[config.mk]
export PLATFORM = sky130hd
export DESIGN_NAME = decode_stage
export DESIGN_NICKNAME = d
export VERILOG_FILES = /design/src/rtl/decode_stage.sv
export SDC_FILE = /design/constraint.sdc
export NUM_CORES = 1
export LEC_CHECK = 0
export ABC_AREA = 1
export ABC_CLOCK_PERIOD_IN_PS = 11100
export BUFFER_PORTS_ARGS = -buffer_cell sky130_fd_sc_hd__buf_2
export CAP_MARGIN = 5
export CORE_ASPECT_RATIO = 1.75
export CORE_UTILIZATION = 35
export CTS_BUF_LIST = sky130_fd_sc_hd__clkbuf_4 sky130_fd_sc_hd__clkbuf_8 sky130_fd_sc_hd__clkbuf_16
export CTS_CLUSTER_DIAMETER = 200
export CTS_CLUSTER_SIZE = 14
export DETAILED_ROUTE_END_ITERATION = 10
export HOLD_SLACK_MARGIN = 0.12
export SKIP_LAST_GASP = 1
export SLEW_MARGIN = 20
export SYNTH_ARGS = -nofsm -noshare
export SYNTH_HDL_FRONTEND = slang
export SYNTH_SLANG_ARGS = --single-unit
[constraint.sdc]
create_clock -name clk -period 11.1 [get_ports clk]
set_clock_uncertainty 0.2 [all_clocks]
set_input_delay 0.555 -clock clk [delete_from_list [all_inputs] [get_ports clk]]
set_output_delay 0.555 -clock clk [all_outputs]
set_load 0.05 [all_outputs]
[src/rtl/decode_stage.sv]
// Decode stage: splits fetched instructions into fields, classifies them and
// buffers up to two decoded packets so the busy signal toward fetch is registered.
module decode_stage #(
    parameter int EXEC_MASK_W = 64,
    parameter int ADDR_W      = 64,
    parameter int DEPTH       = 2
) (
    input  logic                   clk,
    input  logic                   reset,
    input  logic                   fetch_valid,
    input  logic [EXEC_MASK_W-1:0] fetch_exec_mask,
    input  logic [ADDR_W-1:0]      fetch_pc,
    input  logic [31:0]            fetch_insn,
    output logic                   decode_busy,
    output logic                   exec_valid,
    input  logic                   exec_busy,
    output logic [EXEC_MASK_W-1:0] exec_exec_mask,
    output logic [ADDR_W-1:0]      exec_pc,
    output logic [7:0]             exec_opcode,
    output logic [3:0]             exec_rd,
    output logic [3:0]             exec_rs1,
    output logic [3:0]             exec_rs2,
    output logic [63:0]            exec_imm,
    output logic                   exec_is_branch,
    output logic                   exec_is_mem,
    output logic                   exec_illegal,
    output logic                   halted,
    output logic                   protocol_error,
    output logic [31:0]            decoded_count,
    output logic [31:0]            stall_cycles
);

    // state | meaning
    // EMPTY | no decoded packet held
    // ONE   | one packet held, head valid toward execute
    // FULL  | two packets held, fetch is told to wait
    typedef enum logic [1:0] {
        EMPTY = 2'd0,
        ONE   = 2'd1,
        FULL  = 2'd2
    } q_state_t;

    typedef struct packed {
        logic [EXEC_MASK_W-1:0] mask;
        logic [ADDR_W-1:0]      pc;
        logic [7:0]             opcode;
        logic [3:0]             rd;
        logic [3:0]             rs1;
        logic [3:0]             rs2;
        logic [63:0]            imm;
        logic                   is_branch;
        logic                   is_mem;
        logic                   illegal;
    } entry_t;

    localparam logic [7:0] OP_HALT = 8'h00;

    if (DEPTH != 2) begin : g_depth_check
        $error("decode_stage only supports DEPTH == 2");
    end

    q_state_t    state_q, state_d;
    entry_t      slots [2];
    entry_t      new_entry;
    entry_t      head;
    logic        rd_ptr_q;
    logic        wr_sel;
    logic        busy_q;
    logic        halt_seen_q, halt_seen_d;
    logic        halted_q;
    logic        perr_q;
    logic [31:0] dcount_q;
    logic [31:0] stall_q;
    logic        enq, deq;

    always_comb begin
        new_entry           = '0;
        new_entry.mask      = fetch_exec_mask;
        new_entry.pc        = fetch_pc;
        new_entry.opcode    = fetch_insn[31:24];
        new_entry.rd        = fetch_insn[23:20];
        new_entry.rs1       = fetch_insn[19:16];
        new_entry.rs2       = fetch_insn[15:12];
        new_entry.imm       = {{52{fetch_insn[11]}}, fetch_insn[11:0]};
        new_entry.is_branch = (fetch_insn[31:24] == OP_HALT) ||
                              (fetch_insn[31:24] >= 8'h10 && fetch_insn[31:24] <= 8'h17);
        new_entry.is_mem    = (fetch_insn[31:24] == 8'h20) || (fetch_insn[31:24] == 8'h21) ||
                              (fetch_insn[31:24] == 8'h17);
        new_entry.illegal   = !((fetch_insn[31:24] <= 8'h17) || (fetch_insn[31:24] == 8'h20) ||
                                (fetch_insn[31:24] == 8'h21));
    end

    assign head       = slots[rd_ptr_q];
    assign exec_valid = (state_q != EMPTY);
    assign enq        = fetch_valid && !busy_q && !halt_seen_q;
    assign deq        = exec_valid && !exec_busy;
    // With one entry held, the free slot is the one after the head.
    assign wr_sel      = rd_ptr_q ^ (state_q == ONE);
    assign halt_seen_d = halt_seen_q || (enq && new_entry.opcode == OP_HALT);

    always_comb begin
        state_d = state_q;
        case (state_q)
            EMPTY: if (enq) state_d = ONE;
            ONE: begin
                if (enq && !deq)      state_d = FULL;
                else if (!enq && deq) state_d = EMPTY;
            end
            FULL:    if (deq) state_d = ONE;
            default: state_d = EMPTY;
        endcase
    end

    always_ff @(posedge clk) begin
        if (reset) begin
            state_q     <= EMPTY;
            slots[0]    <= '0;
            slots[1]    <= '0;
            rd_ptr_q    <= 1'b0;
            busy_q      <= 1'b0;
            halt_seen_q <= 1'b0;
            halted_q    <= 1'b0;
            perr_q      <= 1'b0;
            dcount_q    <= '0;
            stall_q     <= '0;
        end else begin
            state_q     <= state_d;
            halt_seen_q <= halt_seen_d;
            busy_q      <= (state_d == FULL) || halt_seen_d;
            if (enq) slots[wr_sel] <= new_entry;
            if (deq) begin
                rd_ptr_q <= ~rd_ptr_q;
                dcount_q <= dcount_q + 32'd1;
                if (head.opcode == OP_HALT) halted_q <= 1'b1;
            end
            if (fetch_valid && busy_q) perr_q <= 1'b1;
            if (exec_valid && exec_busy && stall_q != 32'hFFFF_FFFF) stall_q <= stall_q + 32'd1;
        end
    end

    assign decode_busy    = busy_q;
    assign exec_exec_mask = head.mask;
    assign exec_pc        = head.pc;
    assign exec_opcode    = head.opcode;
    assign exec_rd        = head.rd;
    assign exec_rs1       = head.rs1;
    assign exec_rs2       = head.rs2;
    assign exec_imm       = head.imm;
    assign exec_is_branch = head.is_branch;
    assign exec_is_mem    = head.is_mem;
    assign exec_illegal   = head.illegal;
    assign halted         = halted_q;
    assign protocol_error = perr_q;
    assign decoded_count  = dcount_q;
    assign stall_cycles   = stall_q;

endmodule

==> run metrics, run 1 <==
largest net degree at the start of global routing=104; Yosys top cell area share=0.530; number of max-cap violations=0; DR pass1 iterations=5; Setup crit end=exec_opcode[4]; WL/cell=16.3 um; CTS Sinks=398; P per Cell Area=163 nW/um2; R2R Path Start=decode_busy$_SDFF_PP0_; post-synthesis area per instance=8.73 um2; Comb pwr share=0.200; layout cell share with drive strength beyond 1=0.227; clk slew on worst S/H paths=0.08 ns; setup violators final=0; proportion of synthesized flip-flops having asynchronous set or reset=0; total grt overflow=0; Layout Nets=2656; syn_nets=2280; Leak=10.6 nW; VDD IR max=0.112 mV; HP Class=in2reg; DR vias/cell=4.64; R2R Setup Slk=7.46 ns; cell taking the most area after synthesis=edfxtp_1; Mapped Cells=2114; cell row count=111; post_cts resized=0; Max FO, Critical Path=67; met1 Use GR=0.208; CTS tree=done; clock buffer depth=3; relative slew slack=0.321; top cells by area, synth=edfxtp_1, nand2_1, nor2_1; Die X=176 um; critical path data required time=10.35 ns; power share of the clock group=0.311; Psw=1.15 mW; global routing's busiest layer=met2; Arrival @ worst endpoint=3.42 ns; Fmax=239 MHz; initial core utilization=0.354; clk root buf=clkbuf_16; Seq cells post-synth=398; reg2reg path depth=6; Boundary Pins=447; Seq/Total Area, Yosys=0.608; status=finished, final reports clean; Flop pwr share=0.489; initial antenna violation count=14; Hold Violations, Final=0; RSZ-0062 raised after global routing=false; Sum Neg Setup Slack=0 ns; Sw Share=0.319; First DRT Iteration DRCs=903; sequential cell area=11200 um2; max-slew violations=0; vias in the first global route=14400; drt total wl=51900 um; detailed placer's ending HPWL=35300 um; Yosys cell types=36; Final Cycle Share=0.376; die height=306 um; most common cell in the netlist=nand2_1; fill cell count=5298; crit path launch type=register; Final Critical Period=4.18 ns; DRC viols=0; crit path capture type=output pin; synth cell count leaders=nand2_1, nor2_1, edfxtp_1; die area=53700 um2; met3 usage=0.0361; count of flip-flops with a built-in enable after synthesis=326; Synth-to-Final Area Change=19.5%; CP Class=reg2out; Yosys warning total=0; H-tree Lvls=2; worst skew pair latency=0.54 ns; Top FF cell, synth=edfxtp_1; Int Power=2.45 mW; Tot GR Track Use=0.188; Multi-input gate area=5570 um2; Worst-Margin Slew=1.02 ns; first-pass GRT wire length=78100 um; Num CTS Buffers=34; GPL Wtd Cong=0.881; Final ANT Viol Nets=0; Port Buf Inserts=446; RR Endpoint=slots[1][201]$_SDFFCE_PN0P_; Core Footprint=52200 um2; Mapped Area=18500 um2; met2 usage=0.339; Via Count=14800; Final Util=0.423
## worst max-delay path: stages (launching register included)
cell and delay, ns:
dfxtp_4 0.69, buf_4 0.63, buf_4 0.71, o21ai_0 0.26
inv_1 0.16, buf_2 0.28
## metrics by stage
stage / power [mW] / instances / setup slack (ns) / hold WS (ns) / area, um2
6_report: 3.59 / 3186 / 6.92 / 0.144 / 22100
5_1_grt: 3.73 / 3185 / 6.66 / 0.135 / 22100
4_1_cts: 3.64 / 3179 / 6.78 / 0.120 / 22000
3_5_place_dp: 2.51 / 3114 / 6.83 / 0.247 / 20900
3_3_place_gp: 2.50 / 3114 / 6.87 / 0.243 / 20900
2_1_floorplan: 2.34 / 2114 / 5.38 / 0.254 / 18500
## how the worst min path moves through the flow
stage | from | endpoint | cells after the start
6_report | fetch_exec_mask[27] | slots[1][178]$_SDFFCE_PN0P_ | 3
5_1_grt | fetch_exec_mask[27] | slots[1][178]$_SDFFCE_PN0P_ | 3
4_1_cts | fetch_exec_mask[36] | slots[1][187]$_SDFFCE_PN0P_ | 3
3_5_place_dp | halted$_SDFFE_PP0P_ | halted$_SDFFE_PP0P_ | 2
3_3_place_gp | halted$_SDFFE_PP0P_ | halted$_SDFFE_PP0P_ | 2
2_1_floorplan | rd_ptr_q$_SDFFE_PP0P_ | register | 1
## power by group through the flow
stage	clock network (mW)	registers [mW]	logic [mW]
detailed placement	0	1.79	0.724
floorplan	0	1.79	0.546
global route	1.20	1.76	0.765
global placement	0	1.78	0.719
finish	1.12	1.76	0.719
CTS	1.16	1.76	0.730
## sequential cells by signal, summed over array words and instances, names as in the netlist, named ones only
signal,count
protocol_error,1
decode_busy,1
slots,326
halted,1
stall_cycles,32
halt_seen_q,1
decoded_count,32
state_q,2
rd_ptr_q,1
## placed cells by master (no fill, tap or decap), drive strengths merged
| cell | netlist | layout |
|---|---|---|
| or2 | 6 | 6 |
| o21bai | 4 | 4 |
| a21oi | 45 | 45 |
| inv | 244 | 248 |
| xor2 | 11 | 11 |
| dfxtp | 72 | 72 |
| clkbuf | 52 | 43 |
| edfxtp | 326 | 326 |
| nor3 | 12 | 12 |
| xnor2 | 8 | 8 |
| nand3b | 1 | 1 |
| nor2 | 460 | 460 |
| a31oi | 1 | 1 |
| and2 | 1 | 1 |
| nand3 | 36 | 36 |
| nor4 | 2 | 2 |
| o21a | 3 | 3 |
| nand4 | 12 | 12 |
| nand2 | 713 | 713 |
| ha | 2 | 2 |
| clkinv | 1 | 1 |
| dlygate4sd3 | 0 | 18 |
| o21ai | 16 | 16 |
| buf | 85 | 459 |
| diode | 0 | 7 |
| mux2i | 1 | 1 |
## repair_timing
item                      in CTS  in global routing
hold buffers                  18                  0
buffers inserted               0                  0
hold endpoints to repair      22                  0
## layout make-up
class	instances	share of cell area
Multi-Input combinational cell	1334	0.252
Antenna cell	7	0.000794
Clock buffer	43	0.0416
Tap cell	678	0.0384
Inverter	245	0.0421
Sequential cell	398	0.509
Timing Repair Buffer	477	0.114
Clock inverter	4	0.00193
## kinds of logic after synthesis
kind of cell             after synthesis  synth area share
AND/OR/NAND/NOR                     1243             0.265
flip-flops                           398             0.608
buffers and inverters                382            0.0918
AO/OA/AOI/OAI                         69            0.0236
XOR/XNOR                              19           0.00901
adder cells (fa/ha/maj)                2           0.00136
multiplexers                           1          0.000542
## per-layer routing
layer	vias to the layer above	routed length (um)
li1	7241	-
met1	6880	19400
met2	529	26600
met3	122	3290
met4	12	2570
met5	-	80
No activity file was read; power rests on OpenSTA's default activity.
==> run 2, diff against run 1 <==
--- a/config.mk
+++ b/config.mk
@@ -6,7 +6,7 @@
 export NUM_CORES = 1
 export LEC_CHECK = 0
 export ABC_AREA = 1
-export ABC_CLOCK_PERIOD_IN_PS = 11100
+export ABC_CLOCK_PERIOD_IN_PS = 3990
 export BUFFER_PORTS_ARGS = -buffer_cell sky130_fd_sc_hd__buf_2
 export CAP_MARGIN = 5
 export CORE_ASPECT_RATIO = 1.75
==> constraint.sdc (replaced) <==
create_clock -name clk -period 3.99 [get_ports clk]
set_clock_uncertainty 0.2 [all_clocks]
set_input_delay 0.1995 -clock clk [delete_from_list [all_inputs] [get_ports clk]]
set_output_delay 0.1995 -clock clk [all_outputs]
set_load 0.05 [all_outputs]
==> run 2 against run 1 <==
  * First-iteration DRC count increased by 11%
  * Non-clock buffer count is 152 higher
  * Utilization grew 3.0 points
  * Sequential power increased to 2.8 times the previous value
  * Critical endpoint is now slots[1][175]$_SDFFCE_PN0P_
  * Highest routed layer unchanged
==> run metrics, run 2 (synthesized netlist as in run 1, its figures left out) <==
Post-CTS Setup Bufs=0 (unchanged); DR pass1 iterations=8 (+3); Fmax=346 MHz; First DRT Iteration DRCs=1003 (+11%); GPL Wtd Cong=0.880 (about the same); worst skew pair latency=0.52 ns (-0.02 ns); Port Buf Inserts=446 (unchanged); Top reg by flops=slots; clk slew on worst S/H paths=0.06 ns (-0.02 ns); Die X=176 um (unchanged); Worst path top cell family by delay=simple AND/OR/NAND/NOR gates; CP Class=reg2reg; slowest stage delay, CP=0.42 ns (-0.29 ns); relative slew slack=0.312 (-0.00941); Tot GR Track Use=0.189 (+0.000438); R2R Path Start=decode_busy$_SDFF_PP0_; DR vias/cell=4.58 (-1.3%); hold_buf cts=164 (+146); number of max-cap violations=0 (unchanged); RSZ-0062 raised after global routing=false; cell row count=111 (unchanged); CTS Sinks=398 (unchanged); max reg flops=326 (unchanged); final hold slack=0.271 ns (+0.127 ns); setup violators final=0 (unchanged); post_cts resized=0 (unchanged); Num CTS Buffers=34 (unchanged); WL/cell=15.7 um (-3.7%); Most Frequent Cell on Critical Path=nor3_2; first-pass GRT wire length=79300 um (+1.5%); max-slew violations=0 (unchanged); commonest non-fill, non-tap cell in the layout=nand2_1; vias in the first global route=14900 (+3.4%); VDD IR max=0.283 mV (+150%); Leak=11.2 nW (+6.4%); hold path start=halted$_SDFFE_PP0P_; clk root buf=clkbuf_16; RR Endpoint=slots[1][175]$_SDFFCE_PN0P_; H-tree Lvls=2 (unchanged); Final ANT Viol Nets=0 (unchanged); Core Footprint=52200 um2 (unchanged); Hold Violations, Final=0 (unchanged); Final Util=0.453 (+0.0302); fill cell count=5084 (-4.0%); R2R Setup Slk=1.10 ns (-6.36 ns); initial antenna violation count=2 (-12); Arrival @ worst endpoint=2.86 ns (-0.56 ns); critical path data required time=3.96 ns (-6.39 ns); layout cell share with drive strength beyond 1=0.216 (-0.0114); die height=306 um (unchanged); drt total wl=52300 um (+0.69%); detailed placer's ending HPWL=35000 um (-0.70%); Post-Place Cells=3120 (+0.19%); DP Area=21000 um2 (+0.65%); non-filler instance count after layout=3331 (+4.6%); clock buffer depth=3 (unchanged); crit path launch type=register; cell area after layout=23600 um2 (+7.2%); Sum Neg Setup Slack=0 ns (unchanged); crit path capture type=register; initial core utilization=0.354 (unchanged); Synth-to-Final Area Change=28.1%; Max FO, Critical Path=64 (-4.5%); Final Cycle Share=0.724; worst path cell trace=nor3_2 -> inv_2 -> nor3_2 -> inv_6 -> nand2_8 -> buf_12; Buf/Inv on CP=3 (-1); Hold Path Sink=halted$_SDFFE_PP0P_; slowest CP cell=nand2_8; Hold Path Cell Cnt=2 (-1); P per Cell Area=427 nW/um2 (+160%); reg2reg path depth=6 (unchanged); HP Class=reg2reg; most frequent cells in the layout=nand2_1, nor2_1, buf_2; status=finished, final reports clean; Worst-Margin Slew=1.03 ns (+0.0141 ns); Layout Nets=2808 (+5.7%); die area=53700 um2 (unchanged); Via Count=15300 (+3.2%); Boundary Pins=447 (unchanged); DRC viols=0 (unchanged); CTS tree=done; total grt overflow=0 (unchanged); largest net degree at the start of global routing=164 (+58%); Final Critical Period=2.89 ns
[run 2: cell types whose count changed in the layout (fill, tap and decap cells not counted), sizes merged]
cell	previous run	this run
diode	7	1
dlygate4sd3	18	164
clkinv	1	0
buf	459	465
inv	248	247
clkbuf	43	44
[run 2: routing by layer]
layer,global-route usage,part of all wire,vias up
met5,0,0.00025,-
met4,0.0857,0.043,2
met3,0.0254,0.051,112
met2,0.358,0.53,506
met1,0.204,0.38,7092
li1,-,-,7542
[run 2: worst max-delay path by stage]
stage                                  endpoint                    from  cells past startpoint
detailed placement  slots[1][200]$_SDFFCE_PN0P_  decode_busy$_SDFF_PP0_                      6
finish              slots[1][175]$_SDFFCE_PN0P_  decode_busy$_SDFF_PP0_                      6
global placement    slots[1][200]$_SDFFCE_PN0P_  decode_busy$_SDFF_PP0_                      6
CTS                                 exec_imm[5]                register                      4
floorplan             slots[0][0]$_SDFFCE_PN0P_  decode_busy$_SDFF_PP0_                      5
global route        slots[1][201]$_SDFFCE_PN0P_  decode_busy$_SDFF_PP0_                      6
[run 2: cell type report]
type | instances | area, um2 | share of cell area
sequential | 398 | 11200 | 0.475
multi-input combinational | 1334 | 5580 | 0.236
timing repair buffer | 629 | 4090 | 0.173
clock buffer | 44 | 943 | 0.0399
inverter | 245 | 927 | 0.0392
tap | 678 | 848 | 0.0359
clock inverter | 2 | 17.5 | 0.000741
antenna | 1 | 2.50 | 0.000106
[run 2: through the flow]
stage,worst slack [ns],power (mW)
2_1_floorplan,0.0178,6.49
6_report,1.10,10.1
3_5_place_dp,1.09,6.99
3_3_place_gp,1.08,6.96
5_1_grt,0.919,10.5
4_1_cts,1.07,10.2
[run 2: report_power, final]
group	internal (mW)	leakage (nW)	switching, mW
Combinational	0.494	6.77	1.64
Sequential	4.80	3.99	0.0740
Clock	1.65	0.482	1.44
Total	6.94	11.2	3.16
[run 2: worst min-delay path, cell delays in order, from the launching register on]
cell     delay [ns]
dfxtp_1        0.32
inv_1          0.05
a21oi_1        0.05
==> run 3, diff against run 2 <==
--- a/config.mk
+++ b/config.mk
@@ -6,7 +6,7 @@
 export NUM_CORES = 1
 export LEC_CHECK = 0
 export ABC_AREA = 1
-export ABC_CLOCK_PERIOD_IN_PS = 3990
+export ABC_CLOCK_PERIOD_IN_PS = 2700
 export BUFFER_PORTS_ARGS = -buffer_cell sky130_fd_sc_hd__buf_2
 export CAP_MARGIN = 5
 export CORE_ASPECT_RATIO = 1.75
==> constraint.sdc (replaced) <==
create_clock -name clk -period 2.7 [get_ports clk]
set_clock_uncertainty 0.2 [all_clocks]
set_input_delay 0.135 -clock clk [delete_from_list [all_inputs] [get_ports clk]]
set_output_delay 0.135 -clock clk [all_outputs]
set_load 0.05 [all_outputs]
==> run 3 against run 2 <==
  * Sequential share of layout area is 0.56 points lower
  * Register-to-register slack worse by 0.65 ns
  * Worst setup slack lost 0.84 ns
  * Largest power group unchanged
  * First-iteration DRC count up 0.90%
  * Routed wire length rose by 6.0%
  * Non-clock buffer count up 16
==> run metrics, run 3 (synthesized netlist as in run 1, its figures left out) <==
Tot GR Track Use=0.201 (+0.0124); most frequent cells in the layout=nand2_1, nor2_1, buf_2; setup slack after layout=0.265 ns (-0.838 ns); Psw=4.79 mW (+52%); Core Footprint=52200 um2 (unchanged); drt total wl=55400 um (+6.0%); First DRT Iteration DRCs=1012 (+0.90%); hold path start=fetch_pc[44]; crit path capture type=output pin; HP Class=in2reg; Worst-Margin Slew=0.941 ns (-0.0911 ns); R2R Setup Slk=0.45 ns (-0.65 ns); Arrival @ worst endpoint=2.10 ns (-0.76 ns); Via Count=15700 (+2.7%); Leak=11.4 nW (+1.3%); clock buffer depth=3 (unchanged); GPL Wtd Cong=0.940 (+6.8%); Sw Share=0.315 (+0.00267); VDD IR max=0.421 mV (+49%); Boundary Pins=447 (unchanged); RSZ-0062 raised after global routing=false; layout cell share with drive strength beyond 1=0.223 (+0.00712); Sum Neg Setup Slack=0 ns (unchanged); Hold Violations, Final=0 (unchanged); Final Cycle Share=0.902; Hold Path Cell Cnt=4 (+2); CP Class=reg2out; initial antenna violation count=6 (+4); R2R Path Start=decoded_count[2]$_SDFFE_PP0P_; Hold Path Sink=slots[0][131]$_SDFFCE_PN0P_; Int Power=10.4 mW (+50%); critical path data required time=2.37 ns (-1.59 ns); Layout Nets=2824 (+0.57%); Fmax=411 MHz; Num CTS Buffers=34 (unchanged); total grt overflow=0 (unchanged); number of max-cap violations=0 (unchanged); initial core utilization=0.354 (unchanged); Final Critical Period=2.44 ns; P per Cell Area=635 nW/um2 (+49%); die area=53700 um2 (unchanged); CTS tree=done; reg2reg path depth=7 (+1); DR vias/cell=4.67 (+1.9%); first-pass GRT wire length=83600 um (+5.4%); RR Endpoint=decoded_count[25]$_SDFFE_PP0P_; detailed placer's ending HPWL=37500 um (+7.0%); power share of the clock group=0.315 (+0.008); crit path launch type=register; pre-CTS WS=0.399 ns (-0.696 ns); DR pass1 iterations=5 (-3); worst skew pair latency=0.53 ns (about the same); clk slew on worst S/H paths=0.07 ns (about the same); commonest non-fill, non-tap cell in the layout=nand2_1; status=finished, final reports clean; max-slew violations=0 (unchanged); setup violators final=0 (unchanged); Die X=176 um (unchanged); cell row count=111 (unchanged); WL/cell=16.5 um (+5.2%); H-tree Lvls=2 (unchanged); Synth-to-Final Area Change=29.6%; die height=306 um (unchanged); Max FO, Critical Path=83 (+30%); clk root buf=clkbuf_16; Top reg by flops=slots; Port Buf Inserts=446 (unchanged); relative slew slack=0.373 (+0.0608); Flop pwr share=0.474 (-0.008); DRC viols=0 (unchanged); largest net degree at the start of global routing=164 (unchanged); vias in the first global route=15600 (+4.4%); CTS Sinks=398 (unchanged); max reg flops=326 (unchanged); Comb pwr share=0.211 (about the same); Final ANT Viol Nets=0 (unchanged)
run 3: metal layers:
| layer | vias up | share of wire | global-route usage |
|---|---|---|---|
| met5 | - | 0.00025 | 0 |
| met4 | 2 | 0.067 | 0.131 |
| met3 | 163 | 0.061 | 0.0347 |
| met2 | 602 | 0.51 | 0.367 |
| met1 | 7317 | 0.36 | 0.209 |
| li1 | 7583 | - | - |
run 3: power by group through the flow:
| stage | Clock [mW] | Combinational (mW) | Sequential (mW) |
|---|---|---|---|
| 5_1_grt | 5.12 | 3.40 | 7.23 |
| 4_1_cts | 4.94 | 3.23 | 7.20 |
| 2_1_floorplan | 0 | 2.25 | 7.32 |
| 3_3_place_gp | 0 | 3.01 | 7.31 |
| 3_5_place_dp | 0 | 3.03 | 7.33 |
| 6_report | 4.79 | 3.21 | 7.20 |
run 3: worst max-delay path, cell delays in order (launching register included):
cell     delay [ns]
dfxtp_4        0.44
buf_6          0.53
nand2_1        0.10
nand2_1        0.15
buf_2          0.28
run 3: worst max-delay path by stage:
| stage | startpoint | cells after the start | endpoint | slack, ns |
|---|---|---|---|---|
| final | register | 4 | exec_exec_mask[61] | 0.26 |
| after CTS | register | 4 | exec_exec_mask[57] | 0.02 |
| after global routing | register | 4 | exec_exec_mask[57] | 0.14 |
| after floorplan | decode_busy$_SDFF_PP0_ | 5 | slots[0][0]$_SDFFCE_PN0P_ | 0.006 |
| after detailed placement | fetch_valid | 8 | slots[1][192]$_SDFFCE_PN0P_ | 0.40 |
| after global placement | fetch_valid | 8 | slots[1][186]$_SDFFCE_PN0P_ | 0.42 |
run 3: repair_timing:
item | 4_1_cts | 5_1_grt
buffers inserted | 0 | 0
hold endpoints to repair | 381 | 0
hold buffers | 164 | 0
endpoints found under the setup margin | 0 | 70
gates resized for setup | 0 | 2
run 3: metrics by stage:
step	instance area, um2	hold slack, ns	total power [mW]	utilization	instances
after floorplan	18500	0.0797	9.57	-	2114
after global placement	21200	0.242	10.3	0.407	3136
after detailed placement	21200	0.241	10.4	0.407	3136
after CTS	23900	0.225	15.4	0.458	3353
after global routing	23900	0.257	15.8	0.458	3358
final	23900	0.247	15.2	0.458	3358
run 3: cell type report:
class | instances | area (um2)
Fill cell | 5053 | 28300
Sequential cell | 398 | 11200
Multi-Input combinational cell | 1334 | 5590
Timing Repair Buffer | 645 | 4280
Clock buffer | 50 | 988
Inverter | 245 | 930
Tap cell | 678 | 848
Clock inverter | 3 | 41.3
Antenna cell | 5 | 12.5
